`src/rtl/ttl_update_stage_if.sv`:
```
// AXI4-Stream bundle shared by the upstream and downstream sides of ttl_update_stage.
interface ttl_update_stage_if #(
  parameter int DATA_W = 256,
  parameter int USER_W = 128
);
  logic [DATA_W-1:0]   tdata;
  logic [DATA_W/8-1:0] tstrb;
  logic [USER_W-1:0]   tuser;
  logic                tvalid;
  logic                tlast;
  logic                tready;

  modport master (output tdata, tstrb, tuser, tvalid, tlast, input tready);
  modport slave  (input tdata, tstrb, tuser, tvalid, tlast, output tready);
endinterface

```
`src/rtl/ttl_update_stage.sv`:
```
// TTL decrement + incremental IPv4 checksum update on each packet's first beat.
// TTL_UPDATE_EXPIRED_TO_CPU_EN: redirect expired packets to the CPU queue instead of dropping them.
module ttl_update_stage #(
  parameter int C_S_AXI_DATA_WIDTH   = 32,
  parameter int C_M_AXIS_DATA_WIDTH  = 256,
  parameter int C_S_AXIS_DATA_WIDTH  = 256,
  parameter int C_M_AXIS_TUSER_WIDTH = 128,
  parameter int C_S_AXIS_TUSER_WIDTH = 128,
  parameter int SRC_PORT_POS         = 16,
  parameter int DST_PORT_POS         = 24
) (
  input  logic                          AXI_ACLK,
  input  logic                          reset,
  ttl_update_stage_if.slave             s_axis,
  ttl_update_stage_if.master            m_axis,
  input  logic                          clear_counters,
  output logic [C_S_AXI_DATA_WIDTH-1:0] ttl_dec_count,
  output logic [C_S_AXI_DATA_WIDTH-1:0] ttl_expired_count,
  output logic [C_S_AXI_DATA_WIDTH-1:0] non_ip_pass_count
);
  localparam int DW = C_S_AXIS_DATA_WIDTH;
  localparam int UW = C_S_AXIS_TUSER_WIDTH;
  localparam int CW = C_S_AXI_DATA_WIDTH;

  typedef enum logic {HDR, BODY} state_t;

  state_t            state_q, state_d;
  logic              m_valid_q, m_valid_d;
  logic [DW-1:0]     data_q, data_d;
  logic [DW/8-1:0]   strb_q, strb_d;
  logic [UW-1:0]     user_q, user_d;
  logic              last_q, last_d;
  logic              exp_q, exp_d;
  logic [CW-1:0]     dec_cnt_q, dec_cnt_d;
  logic [CW-1:0]     exp_cnt_q, exp_cnt_d;
  logic [CW-1:0]     non_cnt_q, non_cnt_d;
`ifdef TTL_UPDATE_EXPIRED_TO_CPU_EN
  logic [7:0]        dst_q, dst_d;
  logic [7:0]        redirect;
`endif

  logic              s_ready, accept, in_hdr, is_ip, expired_in, pkt_expired;
  logic [7:0]        ttl_in;
  logic [16:0]       csum_sum;
  logic [15:0]       csum_new;
  logic [DW-1:0]     hdr_data;

  always_comb begin
    s_ready    = !m_valid_q || m_axis.tready;
    accept     = s_axis.tvalid && s_ready;
    in_hdr     = (state_q == HDR);
    is_ip      = (s_axis.tdata[159:144] == 16'h0800) && (s_axis.tdata[143:140] == 4'd4);
    ttl_in     = s_axis.tdata[79:72];
    expired_in = is_ip && (ttl_in <= 8'd1);
    pkt_expired = in_hdr ? expired_in : exp_q;
    // TTL sits in the high byte of its header word, so -1 on TTL is +0x0100 on the checksum.
    csum_sum   = {1'b0, s_axis.tdata[63:48]} + 17'h00100;
    csum_new   = csum_sum[15:0] + 16'(csum_sum[16]);
    hdr_data   = s_axis.tdata;
    if (is_ip && !expired_in) begin
      hdr_data[79:72] = 8'(ttl_in - 8'd1);
      hdr_data[63:48] = csum_new;
    end
`ifdef TTL_UPDATE_EXPIRED_TO_CPU_EN
    redirect = {s_axis.tuser[SRC_PORT_POS+:7], 1'b0};
`endif
  end

  always_comb begin
    state_d   = state_q;
    m_valid_d = m_valid_q;
    data_d    = data_q;
    strb_d    = strb_q;
    user_d    = user_q;
    last_d    = last_q;
    exp_d     = exp_q;
    dec_cnt_d = dec_cnt_q;
    exp_cnt_d = exp_cnt_q;
    non_cnt_d = non_cnt_q;
`ifdef TTL_UPDATE_EXPIRED_TO_CPU_EN
    dst_d     = dst_q;
`endif
    if (accept) begin
      data_d  = in_hdr ? hdr_data : s_axis.tdata;
      strb_d  = s_axis.tstrb;
      user_d  = s_axis.tuser;
      last_d  = s_axis.tlast;
      exp_d   = pkt_expired && !s_axis.tlast;
      state_d = s_axis.tlast ? HDR : BODY;
`ifdef TTL_UPDATE_EXPIRED_TO_CPU_EN
      m_valid_d = 1'b1;
      if (in_hdr) dst_d = redirect;
      if (pkt_expired) user_d[DST_PORT_POS+:8] = in_hdr ? redirect : dst_q;
`else
      m_valid_d = !pkt_expired;
`endif
      if (in_hdr) begin
        if (!is_ip)          non_cnt_d = non_cnt_q + CW'(1);
        else if (expired_in) exp_cnt_d = exp_cnt_q + CW'(1);
        else                 dec_cnt_d = dec_cnt_q + CW'(1);
      end
    end else if (m_axis.tready) begin
      m_valid_d = 1'b0;
    end
    if (clear_counters) begin
      dec_cnt_d = '0;
      exp_cnt_d = '0;
      non_cnt_d = '0;
    end
  end

  always_ff @(posedge AXI_ACLK) begin
    if (reset) begin
      state_q   <= HDR;
      m_valid_q <= 1'b0;
      data_q    <= '0;
      strb_q    <= '0;
      user_q    <= '0;
      last_q    <= 1'b0;
      exp_q     <= 1'b0;
      dec_cnt_q <= '0;
      exp_cnt_q <= '0;
      non_cnt_q <= '0;
`ifdef TTL_UPDATE_EXPIRED_TO_CPU_EN
      dst_q     <= '0;
`endif
    end else begin
      state_q   <= state_d;
      m_valid_q <= m_valid_d;
      data_q    <= data_d;
      strb_q    <= strb_d;
      user_q    <= user_d;
      last_q    <= last_d;
      exp_q     <= exp_d;
      dec_cnt_q <= dec_cnt_d;
      exp_cnt_q <= exp_cnt_d;
      non_cnt_q <= non_cnt_d;
`ifdef TTL_UPDATE_EXPIRED_TO_CPU_EN
      dst_q     <= dst_d;
`endif
    end
  end

  assign s_axis.tready     = s_ready;
  assign m_axis.tvalid     = m_valid_q;
  assign m_axis.tdata      = data_q;
  assign m_axis.tstrb      = strb_q;
  assign m_axis.tuser      = user_q;
  assign m_axis.tlast      = last_q;
  assign ttl_dec_count     = dec_cnt_q;
  assign ttl_expired_count = exp_cnt_q;
  assign non_ip_pass_count = non_cnt_q;
endmodule
```
`src/flat_wrapper.sv`:
```
// flat-port wrapper written by rule: the top's interface ports become plain ports
module ttl_update_stage_flat 
#(
  parameter int C_S_AXI_DATA_WIDTH   = 32,
  parameter int C_M_AXIS_DATA_WIDTH  = 256,
  parameter int C_S_AXIS_DATA_WIDTH  = 256,
  parameter int C_M_AXIS_TUSER_WIDTH = 128,
  parameter int C_S_AXIS_TUSER_WIDTH = 128,
  parameter int SRC_PORT_POS         = 16,
  parameter int DST_PORT_POS         = 24
)
  (AXI_ACLK, reset, clear_counters, ttl_dec_count, ttl_expired_count, non_ip_pass_count, s_axis_tdata, s_axis_tstrb, s_axis_tuser, s_axis_tvalid, s_axis_tlast, s_axis_tready, m_axis_tdata, m_axis_tstrb, m_axis_tuser, m_axis_tvalid, m_axis_tlast, m_axis_tready);
  ttl_update_stage_if s_axis_i ();
  ttl_update_stage_if m_axis_i ();
  input  logic AXI_ACLK;
  input  logic reset;
  input  logic clear_counters;
  output logic [C_S_AXI_DATA_WIDTH-1:0] ttl_dec_count;
  output logic [C_S_AXI_DATA_WIDTH-1:0] ttl_expired_count;
  output logic [C_S_AXI_DATA_WIDTH-1:0] non_ip_pass_count;
  input wire logic [$bits(s_axis_i.tdata)-1:0] s_axis_tdata;
  input wire logic [$bits(s_axis_i.tstrb)-1:0] s_axis_tstrb;
  input wire logic [$bits(s_axis_i.tuser)-1:0] s_axis_tuser;
  input wire logic [$bits(s_axis_i.tvalid)-1:0] s_axis_tvalid;
  input wire logic [$bits(s_axis_i.tlast)-1:0] s_axis_tlast;
  output wire logic [$bits(s_axis_i.tready)-1:0] s_axis_tready;
  output wire logic [$bits(m_axis_i.tdata)-1:0] m_axis_tdata;
  output wire logic [$bits(m_axis_i.tstrb)-1:0] m_axis_tstrb;
  output wire logic [$bits(m_axis_i.tuser)-1:0] m_axis_tuser;
  output wire logic [$bits(m_axis_i.tvalid)-1:0] m_axis_tvalid;
  output wire logic [$bits(m_axis_i.tlast)-1:0] m_axis_tlast;
  input wire logic [$bits(m_axis_i.tready)-1:0] m_axis_tready;
  assign s_axis_i.tdata = s_axis_tdata;
  assign s_axis_i.tstrb = s_axis_tstrb;
  assign s_axis_i.tuser = s_axis_tuser;
  assign s_axis_i.tvalid = s_axis_tvalid;
  assign s_axis_i.tlast = s_axis_tlast;
  assign s_axis_tready = s_axis_i.tready;
  assign m_axis_tdata = m_axis_i.tdata;
  assign m_axis_tstrb = m_axis_i.tstrb;
  assign m_axis_tuser = m_axis_i.tuser;
  assign m_axis_tvalid = m_axis_i.tvalid;
  assign m_axis_tlast = m_axis_i.tlast;
  assign m_axis_i.tready = m_axis_tready;
  ttl_update_stage #(.C_S_AXI_DATA_WIDTH(C_S_AXI_DATA_WIDTH), .C_M_AXIS_DATA_WIDTH(C_M_AXIS_DATA_WIDTH), .C_S_AXIS_DATA_WIDTH(C_S_AXIS_DATA_WIDTH), .C_M_AXIS_TUSER_WIDTH(C_M_AXIS_TUSER_WIDTH), .C_S_AXIS_TUSER_WIDTH(C_S_AXIS_TUSER_WIDTH), .SRC_PORT_POS(SRC_PORT_POS), .DST_PORT_POS(DST_PORT_POS)) u_core (.AXI_ACLK(AXI_ACLK), .reset(reset), .s_axis(s_axis_i), .m_axis(m_axis_i), .clear_counters(clear_counters), .ttl_dec_count(ttl_dec_count), .ttl_expired_count(ttl_expired_count), .non_ip_pass_count(non_ip_pass_count));
endmodule
```
`config.mk`:
```
export PLATFORM = sky130hd
export DESIGN_NAME = ttl_update_stage_flat
export DESIGN_NICKNAME = d
export VERILOG_FILES = /design/src/rtl/ttl_update_stage_if.sv /design/src/rtl/ttl_update_stage.sv /design/src/flat_wrapper.sv
export SDC_FILE = /design/constraint.sdc
export NUM_CORES = 1
export LEC_CHECK = 0
export CAP_MARGIN = 20
export CORE_AREA = 2 2 364 366
export DETAILED_ROUTE_END_ITERATION = 8
export DIE_AREA = 0 0 366 368
export PLACE_DENSITY = 0.5
export SLEW_MARGIN = 0
export SYNTH_ARGS = -nofsm -noshare
export SYNTH_HDL_FRONTEND = slang
export SYNTH_SLANG_ARGS = --single-unit
```
`constraint.sdc`:
```
create_clock -name AXI_ACLK -period 2.4 [get_ports AXI_ACLK]
set_input_delay 0.36 -clock AXI_ACLK [delete_from_list [all_inputs] [get_ports AXI_ACLK]]
set_output_delay 0.36 -clock AXI_ACLK [all_outputs]
set_load 0.01 [all_outputs]
```
# Word-level counts from Yosys, hierarchy flattened
# Cells that the tools add are included.
[classes]
add_sub_neg = 6
n_lt_le_gt_ge = 1
eq_ne = 2
mux = 7
bitwise = 3
n_reduce_logical = 15
[op_table]
columns = ["cell", "count"]
rows = [
  ["32-bit by 1-bit adder with 32-bit output, second input constant", 3],
  ["80-bit 2-to-1 mux", 1],
  ["16-bit by 9-bit adder with 17-bit output, second input constant", 1],
  ["16-bit by 1-bit adder with 16-bit output", 1],
  ["16-bit by 12-bit equality test with 1-bit output, second input constant", 1],
  ["16-bit 2-to-1 mux", 1],
  ["8-bit by 1-bit less-or-equal comparator with 1-bit output, second input constant", 1],
  ["8-bit 2-to-1 mux", 1],
  ["4-bit AND reduction", 2],
  ["8-bit by 1-bit subtractor with 8-bit output, second input constant", 1],
  ["1-bit logical AND", 5],
  ["4-bit by 3-bit equality test with 1-bit output, second input constant", 1],
  ["1-bit zero test", 4],
  ["1-bit 2-to-1 mux", 4],
  ["1-bit NOT", 3],
  ["3-bit AND reduction", 1],
  ["2-bit nonzero test", 1],
  ["2-bit OR reduction", 1],
  ["1-bit logical OR", 1],
]
[word_totals]
regBits = 516
inputBits = 422
wordCells = 44

# Depth between registers and ports, before layout
# Gate-level depths: netlist of run 1.
[logic_depth]
ltp_word = 7
mapped_depth = 10

# Worst setup path after synthesis of run 1
# No wires, ideal clock.
[synth_timing]
path_type = "input to register"
start = "input s_axis_tdata[56]"
end = "register u_core.data_q[63], in the netlist u_core.m_axis.tdata[63]"
setup_ns = 0.091
arrival_ns = 2.211
slack_ns = 0.098
path_stages = 9
cell_sequence = "ha_1 nand3_1 nor3_1 ha_1 nand4b_1 nor4_1 a31oi_1 or4_1 a311oi_1"
[synth_via]
elab_chain_len = 4
[synth_rtl]
columns = ["element", "line", "rtl"]
rows = [
  ["start: declaration", "flat_wrapper.sv:21", "input wire logic [$bits(s_axis_i.tdata)-1:0] s_axis_tdata;"],
  ["16-bit by 9-bit adder with 17-bit output", "ttl_update_stage.sv:57", "csum_sum = {1'b0, s_axis.tdata[63:48]} + 17'h00100;"],
  ["16-bit by 1-bit adder with 16-bit output", "ttl_update_stage.sv:58", "csum_new = csum_sum[15:0] + 16'(csum_sum[16]);"],
  ["16-bit 2-to-1 mux", "ttl_update_stage.sv:60", "if (is_ip && !expired_in) begin"],
  ["80-bit 2-to-1 mux", "ttl_update_stage.sv:84", "data_d = in_hdr ? hdr_data : s_axis.tdata;"],
  ["end signal: assignment", "ttl_update_stage.sv:130", "data_q <= data_d;"],
  ["end: declaration", "ttl_update_stage.sv:29", "logic [DW-1:0] data_q, data_d;"],
]
# Every way passes these cells.
# A chain may end at the register's enable or synchronous reset.

# Final worst setup path of run 1
[layout_timing]
start = "input s_axis_tdata[155]"
end = "register u_core.dec_cnt_q[25], in the netlist u_core.ttl_dec_count[25]"
[layout_via]
elab_chain_len = 5
[layout_rtl]
columns = ["element", "line", "rtl"]
rows = [
  ["16-bit by 12-bit equality test with 1-bit output *", "ttl_update_stage.sv:52", "is_ip = (s_axis.tdata[159:144] == 16'h0800) && (s_axis.tdata[143:140] == 4'd4);"],
  ["1-bit logical AND *", "ttl_update_stage.sv:52", ""],
  ["1-bit logical AND", "ttl_update_stage.sv:54", "expired_in = is_ip && (ttl_in <= 8'd1);"],
  ["1-bit NOT (no line)", "-", ""],
  ["4-bit AND reduction (no line) *", "-", ""],
  ["end signal: assignment", "ttl_update_stage.sv:135", "dec_cnt_q <= dec_cnt_d;"],
  ["end: declaration", "ttl_update_stage.sv:34", "logic [CW-1:0] dec_cnt_q, dec_cnt_d;"],
]
# Every way passes the cells marked *; elsewhere a longest branch is shown, timed or not.

==> metrics.md, run 1 <==
| Metric | Value |
|---|---|
| Status | `completed` |
| Clock Skew | `24.92 ps` |
| Post-DP Area | `32630 µm²` |
| Largest net degree at the start of global routing | `164` |
| # IOs | `937` |
| Die width | `366 µm` |
| Die ar. | `134700 µm²` |
| Dpl ws | `-701.5 ps` |
| Max VDD drop | `0.0004564 V` |
| Crit share post-route | `97.87%` |
| Worst setup startpoint | `s_axis_tdata[155]` |
| Post-DR vias/cell | `4.086` |
| Design area | `34970 µm²` |
| Post-synth top area cell | `dfxtp_1` |
| Unique masters post-synth | `56` |
| R2R depth | `5` |
| Setup Crit Path Kind | `primary input to flop` |
| Clock Tree Buf Depth | `3` |
| Max cap viols | `0` |
| Mapped Cells | `2500` |
| Number of port buffers | `936` |
| Reg2reg start | `u_core.ttl_dec_count[8]$_SDFFE_PP0P_` |
| EDFF count, synth | `0` |
| Post-CTS Setup Bufs | `0` |
| Clock-pin slew on the worst setup and hold paths | `60 ps` |
| DRT antenna net count | `0` |
| Lkg Pwr | `12.48 nW` |
| CP startpoint kind | `primary input` |
| Layout Nets | `3968` |
| Final WL | `105400 µm` |
| Crit-path cells | `clkdlybuf4s50_1 -> nor4b_2 -> buf_4 -> nand2_1 -> or4_1 -> or4_1 -> a21oi_1` |
| Crit path max fanout | `5` |
| Grt ovf | `0` |
| Global-route wire length before repair | `148600 µm` |
| Synthesized area per cell | `7.920 µm²` |
| Tmin final | `2349 ps` |
| CP endpoint kind | `flop` |
| Hold Crit Class | `primary input to flop` |
| CTS tree | `done` |
| Pins Over Slew Limit | `0` |
| Hold_sp | `s_axis_tdata[219]` |
| Final Hold Fails | `0` |
| Top post-synthesis cells by area | `dfxtp_1 (52%), nand2_1 (16%), a21oi_1 (12%), clkbuf_1 (3.1%), or4_1 (1.7%)` |
| Tightest Pin Transition | `1091 ps` |
| Placed cells | `5220` |
| TritonRoute pass-1 iters | `5` |
| Worst slew margin | `27.29%` |
| Slowest stage delay, CP | `640 ps` |
| Detailed Place HPWL | `82450 µm` |
| PwrDens | `664.4 nW/µm²` |
| FMAX | `425.7 MHz` |
| Syn. warnings | `0` |
| Clk Latency, worst-skew pair | `650 ps` |
| R2r setup slk | `140 ps` |
| RSZ-0062 raised after global routing | `yes` |
| Initial Util | `15.14%` |
| # H-tree levels | `3` |
| Die Span Y | `368 µm` |
| CTS root buffer | `clkbuf_16` |
| Final worst slack | `51.07 ps` |
| Worst hold stages | `3` |
| Area grow syn2layout | `76.62%` |
| Synth Register Bits | `516` |
| Gr usage total | `14.97%` |
| Number of antenna violations at the first check in global routing | `20` |
| Worst Hold Endpoint | `u_core.m_axis.tdata[219]$_SDFFE_PP0P_` |
| RePlAce Congestion | `0.8811` |
| Initial DRC Count | `1429` |
| Core Region | `130800 µm²` |
| CTS Sinks | `516` |
| Total Power | `23.23 mW` |
| Critical Path RT | `2980 ps` |
| Ratio of cells with drive above 1 in the final layout | `9.370%` |
| Vias in the first global route | `20880` |
| Share of synthesized registers carrying an async set or reset | `0%` |
| Top cell type's share of synthesized area | `52.17%` |
| Sequential-to-total area share from yosys stat | `52.17%` |
| R2r endpoint | `u_core.ttl_dec_count[26]$_SDFFE_PP0P_` |
| Drt wl/cell | `19.70 µm` |
| Finished Layout Cells | `5351` |
| WP data arrival | `2930 ps` |
| Most used cell, CP | `or4_1` |
| CP max-delay cell | `or4_1` |
| Final setup vio count | `0` |
| DRC Markers | `0` |
| Cell area after synthesis | `19800 µm²` |
| Row count | `133` |
| Post-synth top flop | `dfxtp_1` |
| Num CTS Buffers | `69` |
| Mapped Nets | `2931` |
| Vias | `21860` |
[cells in the mapped netlist (7+ instances only)]
master,n
o31ai_1,35
nor2_1,47
o21ai_0,34
o211ai_1,11
nor3_1,8
a211oi_1,17
dfxtp_1,516
mux2i_1,11
buf_2,10
clkbuf_1,165
nand2_1,854
or4_1,45
or3_1,46
xor2_1,7
nand3_1,45
and4_1,13
a21oi_1,459
nand4_1,30
xnor2_1,14
nor4_1,29
and3_1,14
ha_1,9
inv_1,21
[through the flow]
stage               hold slack [ps]  utilization, %  setup TNS [ps]
floorplan                     431.9               -               0
global placement              439.2           24.94          -40930
detailed placement            445.3           24.94          -43220
CTS                           169.8           26.71               0
global route                  217.0           26.73          -83.75
finish                        255.1           26.74               0
[routing by layer]
layer  wire length, µm  up-vias  share of wire (%)  global-route usage (%)
met4              3294       10                3.1                   6.450
met5                66        -              0.063                       0
met2             46350      760                 44                   22.30
met3             10410      145                9.9                   6.296
li1                  -    10640                  -                       -
met1             45270    10310                 43                   18.77
[worst max-delay path by stage]
stage                                                      endpoint  slack, ps
after global routing      u_core.ttl_expired_count[28]$_SDFFE_PP0P_        -30
final                         u_core.ttl_dec_count[25]$_SDFFE_PP0P_         50
after global placement        u_core.ttl_dec_count[26]$_SDFFE_PP0P_       -670
after floorplan                u_core.m_axis.tdata[63]$_SDFFE_PP0P_        100
after CTS                     u_core.ttl_dec_count[26]$_SDFFE_PP0P_         30
after detailed placement      u_core.ttl_dec_count[26]$_SDFFE_PP0P_       -700
[worst max-delay path, delay by kind of cell]
family                 cells  cell delay (ps)
AOI/OAI and AO/OA          1              150
buffers and inverters      2              780
and+or+nand+nor            4             1620
[flip-flops by register name, indices dropped and copies added (netlist names)]
signal / flops
u_core.m_axis.tvalid: 1
u_core.m_axis.tstrb: 32
u_core.m_axis.tuser: 128
u_core.state_q: 1
u_core.non_ip_pass_count: 32
u_core.exp_q: 1
u_core.m_axis.tdata: 256
u_core.ttl_dec_count: 32
u_core.ttl_expired_count: 32
u_core.m_axis.tlast: 1
[cell families after synthesis]
family	synth area share, %
buffers and inverters	3.874
adder cells (fa/ha/maj)	0.5688
XOR/XNOR	0.9290
multiplexers	0.6130
AND/OR/NAND/NOR	25.41
flip-flops	52.17
AO/OA/AOI/OAI	16.43
[cell usage in the layout (no fill, tap or decap), drive strengths merged, types with 4 or more instances in the layout]
cell,count
xnor2,14
clkdlybuf4s50,930
bufinv,6
a211oi,17
and3,14
a31oi,5
clkinv,14
mux2i,11
or3,46
o31ai,35
dlygate4sd2,4
nor2,47
and4,13
a21oi,459
o21ai,35
nor4,32
a311oi,6
inv,27
dfxtp,516
diode,10
nand4,32
nand3,45
o41ai,4
nor3,9
xor2,7
or4,46
nand2,854
clkbuf,93
buf,209
ha,9
o311ai,6
o211ai,11
[area by class of cell]
| class | instances | area, µm² |
|---|---|---|
| antenna | 10 | 25.02 |
| clock inverter | 27 | 370.4 |
| clock buffer | 93 | 1927 |
| tap | 1755 | 2196 |
| fill | 14160 | 95830 |
| timing repair buffer | 1144 | 11310 |
| inverter | 21 | 78.83 |
| multi-input combinational | 1785 | 8737 |
| sequential | 516 | 10330 |
[where the power goes]
group / switching [mW] / internal [mW] / leakage (nW)
combinational: 1.61 / 1.79 / 7.12
sequential: 0.243 / 8.99 / 4.23
clock: 4.27 / 6.33 / 1.13
total: 6.12 / 17.1 / 12.5
[repair_timing]
item,4_1_cts,5_1_grt
hold buffers,1,0
setup endpoints to repair,4,14
hold endpoints to repair,11,0
gates resized for setup,5,4
pin swaps,0,1
Note: power is estimated with default switching activity, not from simulation.
==> run 2: changes to the inputs <==
--- a/config.mk
+++ b/config.mk
@@ -9,7 +9,8 @@
 export CORE_AREA = 2 2 364 366
 export DETAILED_ROUTE_END_ITERATION = 8
 export DIE_AREA = 0 0 366 368
-export PLACE_DENSITY = 0.5
+export GPL_TIMING_DRIVEN = 0
+export PLACE_DENSITY = 0.44
 export SLEW_MARGIN = 0
 export SYNTH_ARGS = -nofsm -noshare
 export SYNTH_HDL_FRONTEND = slang
==> metrics.md, run 2 (synthesis results as in run 1) <==
| Metric | Value |
|---|---|
| Vias in the first global route | `21040` |
| PwrDens | `664.3 nW/µm²` |
| CP endpoint kind | `flop` |
| DRC Markers | `0` |
| # IOs | `937` |
| Global-route wire length before repair | `162700 µm` |
| Critical Path RT | `2960 ps` |
| Num CTS Buffers | `69` |
| # H-tree levels | `3` |
| Initial DRC Count | `1386` |
| Clk Latency, worst-skew pair | `650 ps` |
| Final setup vio count | `0` |
| Ratio of cells with drive above 1 in the final layout | `7.505%` |
| Clock Tree Buf Depth | `3` |
| Number of flip-flops in the largest register | `256` |
| CTS Sinks | `516` |
| Post-DP Area | `31400 µm²` |
| Vias | `22030` |
| Number of antenna violations at the first check in global routing | `18` |
| Detailed Place HPWL | `93200 µm` |
| Hold Crit Class | `primary input to flop` |
| Wire length on met2 | `54560 µm` |
| Finished Layout Cells | `5335` |
| Grt ovf | `0` |
| Final WL | `117600 µm` |
| RePlAce Congestion | `0.8745` |
| CP startpoint kind | `primary input` |
| FMAX | `416.7 MHz` |
| Tmin final | `2400 ps` |
| Clock Skew | `23.47 ps` |
| Crit path max fanout | `10` |
| Top routing layer used | `met5` |
| Setup Crit Path Kind | `primary input to flop` |
| DRT antenna net count | `0` |
| WP data arrival | `2960 ps` |
| Max VDD drop | `0.0004087 V` |
| Number of port buffers | `934` |
| Placed cells | `5191` |
| Final Hold Fails | `0` |
| Lkg Pwr | `11.97 nW` |
| RSZ-0062 raised after global routing | `yes` |
| CTS tree | `done` |
| Design area | `34150 µm²` |
| Total Power | `22.69 mW` |
| Commonest non-fill, non-tap cell in the layout | `clkdlybuf4s50_1` |
| CTS root buffer | `clkbuf_16` |
| TritonRoute pass-1 iters | `7` |
| Row count | `133` |
| Length of routed met3 wiring | `10070 µm` |
| Die ar. | `134700 µm²` |
| Area grow syn2layout | `72.50%` |
| Final worst slack | `0.3488 ps` |
| Met1 WL | `50740 µm` |
| Layout Utilization | `26.11%` |
| Dpl ws | `-1862 ps` |
| Crit share post-route | `99.99%` |
| Most frequent cells in the layout | `clkdlybuf4s50_1 (923), nand2_1 (852), dfxtp_1 (511), a21oi_1 (459), clkbuf_1 (101)` |
| Drt wl/cell | `22.05 µm` |
| Die Span Y | `368 µm` |
| Worst slew margin | `38.87%` |
| Largest net degree at the start of global routing | `12` |
| Tightest Pin Transition | `917.0 ps` |
| Initial Util | `15.14%` |
| Status | `completed` |
| Gr usage total | `16.71%` |
| # hold bufs at CTS | `0` |
| Pins Over Slew Limit | `0` |
| Core Region | `130800 µm²` |
| Post-DR vias/cell | `4.129` |
| Die width | `366 µm` |
| Layout Nets | `3959` |
| Max cap viols | `0` |
| Clock-pin slew on the worst setup and hold paths | `60 ps` |
[run 2: changes by cell type in the layout (fill, tap and decap cells not counted), moves of 6 or more]
cell             delta
clkdlybuf4s50_1     -7
nor4_4              +6
buf_12             -29
clkbuf_2           +72
buf_2              +10
clkbuf_4            +6
clkbuf_1           +88
dlymetal6s2s_1      +6
buf_4             -154
nor4_1             -11
[run 2: layer usage]
layer  GRT usage [%]  vias to the layer above
li1                -                    10650
met1           20.90                    10530
met2           26.99                      712
met3           6.482                      138
met4           3.743                        8
met5               0                        -
[run 2: repair_timing]
| action | in CTS | in global routing |
|---|---|---|
| pin swaps | 7 | 9 |
| resized for setup | 103 | 94 |
| buffers inserted | 15 | 7 |
| setup endpoints to repair | 504 | 151 |
[run 2: critical path: stages]
cell and delay [ps]:
clkdlybuf4s50_1 550, inv_1 100, ha_1 270, o211a_4 310, or4_4 580, buf_6 160, or4_1 470, a21oi_1 150
[run 2: path summary, 6_finish.rpt]
kind,to,cells past startpoint,startpoint,slack (ps)
max,u_core.ttl_dec_count[30]$_SDFFE_PP0P_,8,s_axis_tdata[73],0.3
min,u_core.m_axis.tdata[63]$_SDFFE_PP0P_,3,s_axis_tdata[63],100
max reg2reg,u_core.ttl_dec_count[29]$_SDFFE_PP0P_,8,u_core.m_axis.tvalid$_SDFFE_PP0P_,80
min reg2reg,u_core.m_axis.tdata[178]$_SDFFE_PP0P_,2,u_core.m_axis.tdata[178]$_SDFFE_PP0P_,450
[run 2: where the power goes]
part	internal [mW]	leakage (nW)	switching [mW]
Sequential	8.99	4.23	0.269
Clock	5.85	1.04	4.22
Combinational	1.66	6.69	1.70
[run 2: stage by stage]
stage	setup TNS, ps	hold slack [ps]
after floorplan	0	431.9
after global placement	-1045490	440.3
after detailed placement	-739410	445.7
after CTS	-93.34	175.2
after global routing	-8.274	67.19
final	0	102.7
[run 2: cell type report]
cell class,instances,area (µm²)
inverter,21,82.58
clock buffer,95,1936
timing repair buffer,958,9570
multi-input combinational,1785,8994
sequential,516,10340
antenna,9,22.52
tap,1755,2196
buffer,177,815.8
fill,14390,96650
clock inverter,19,197.7
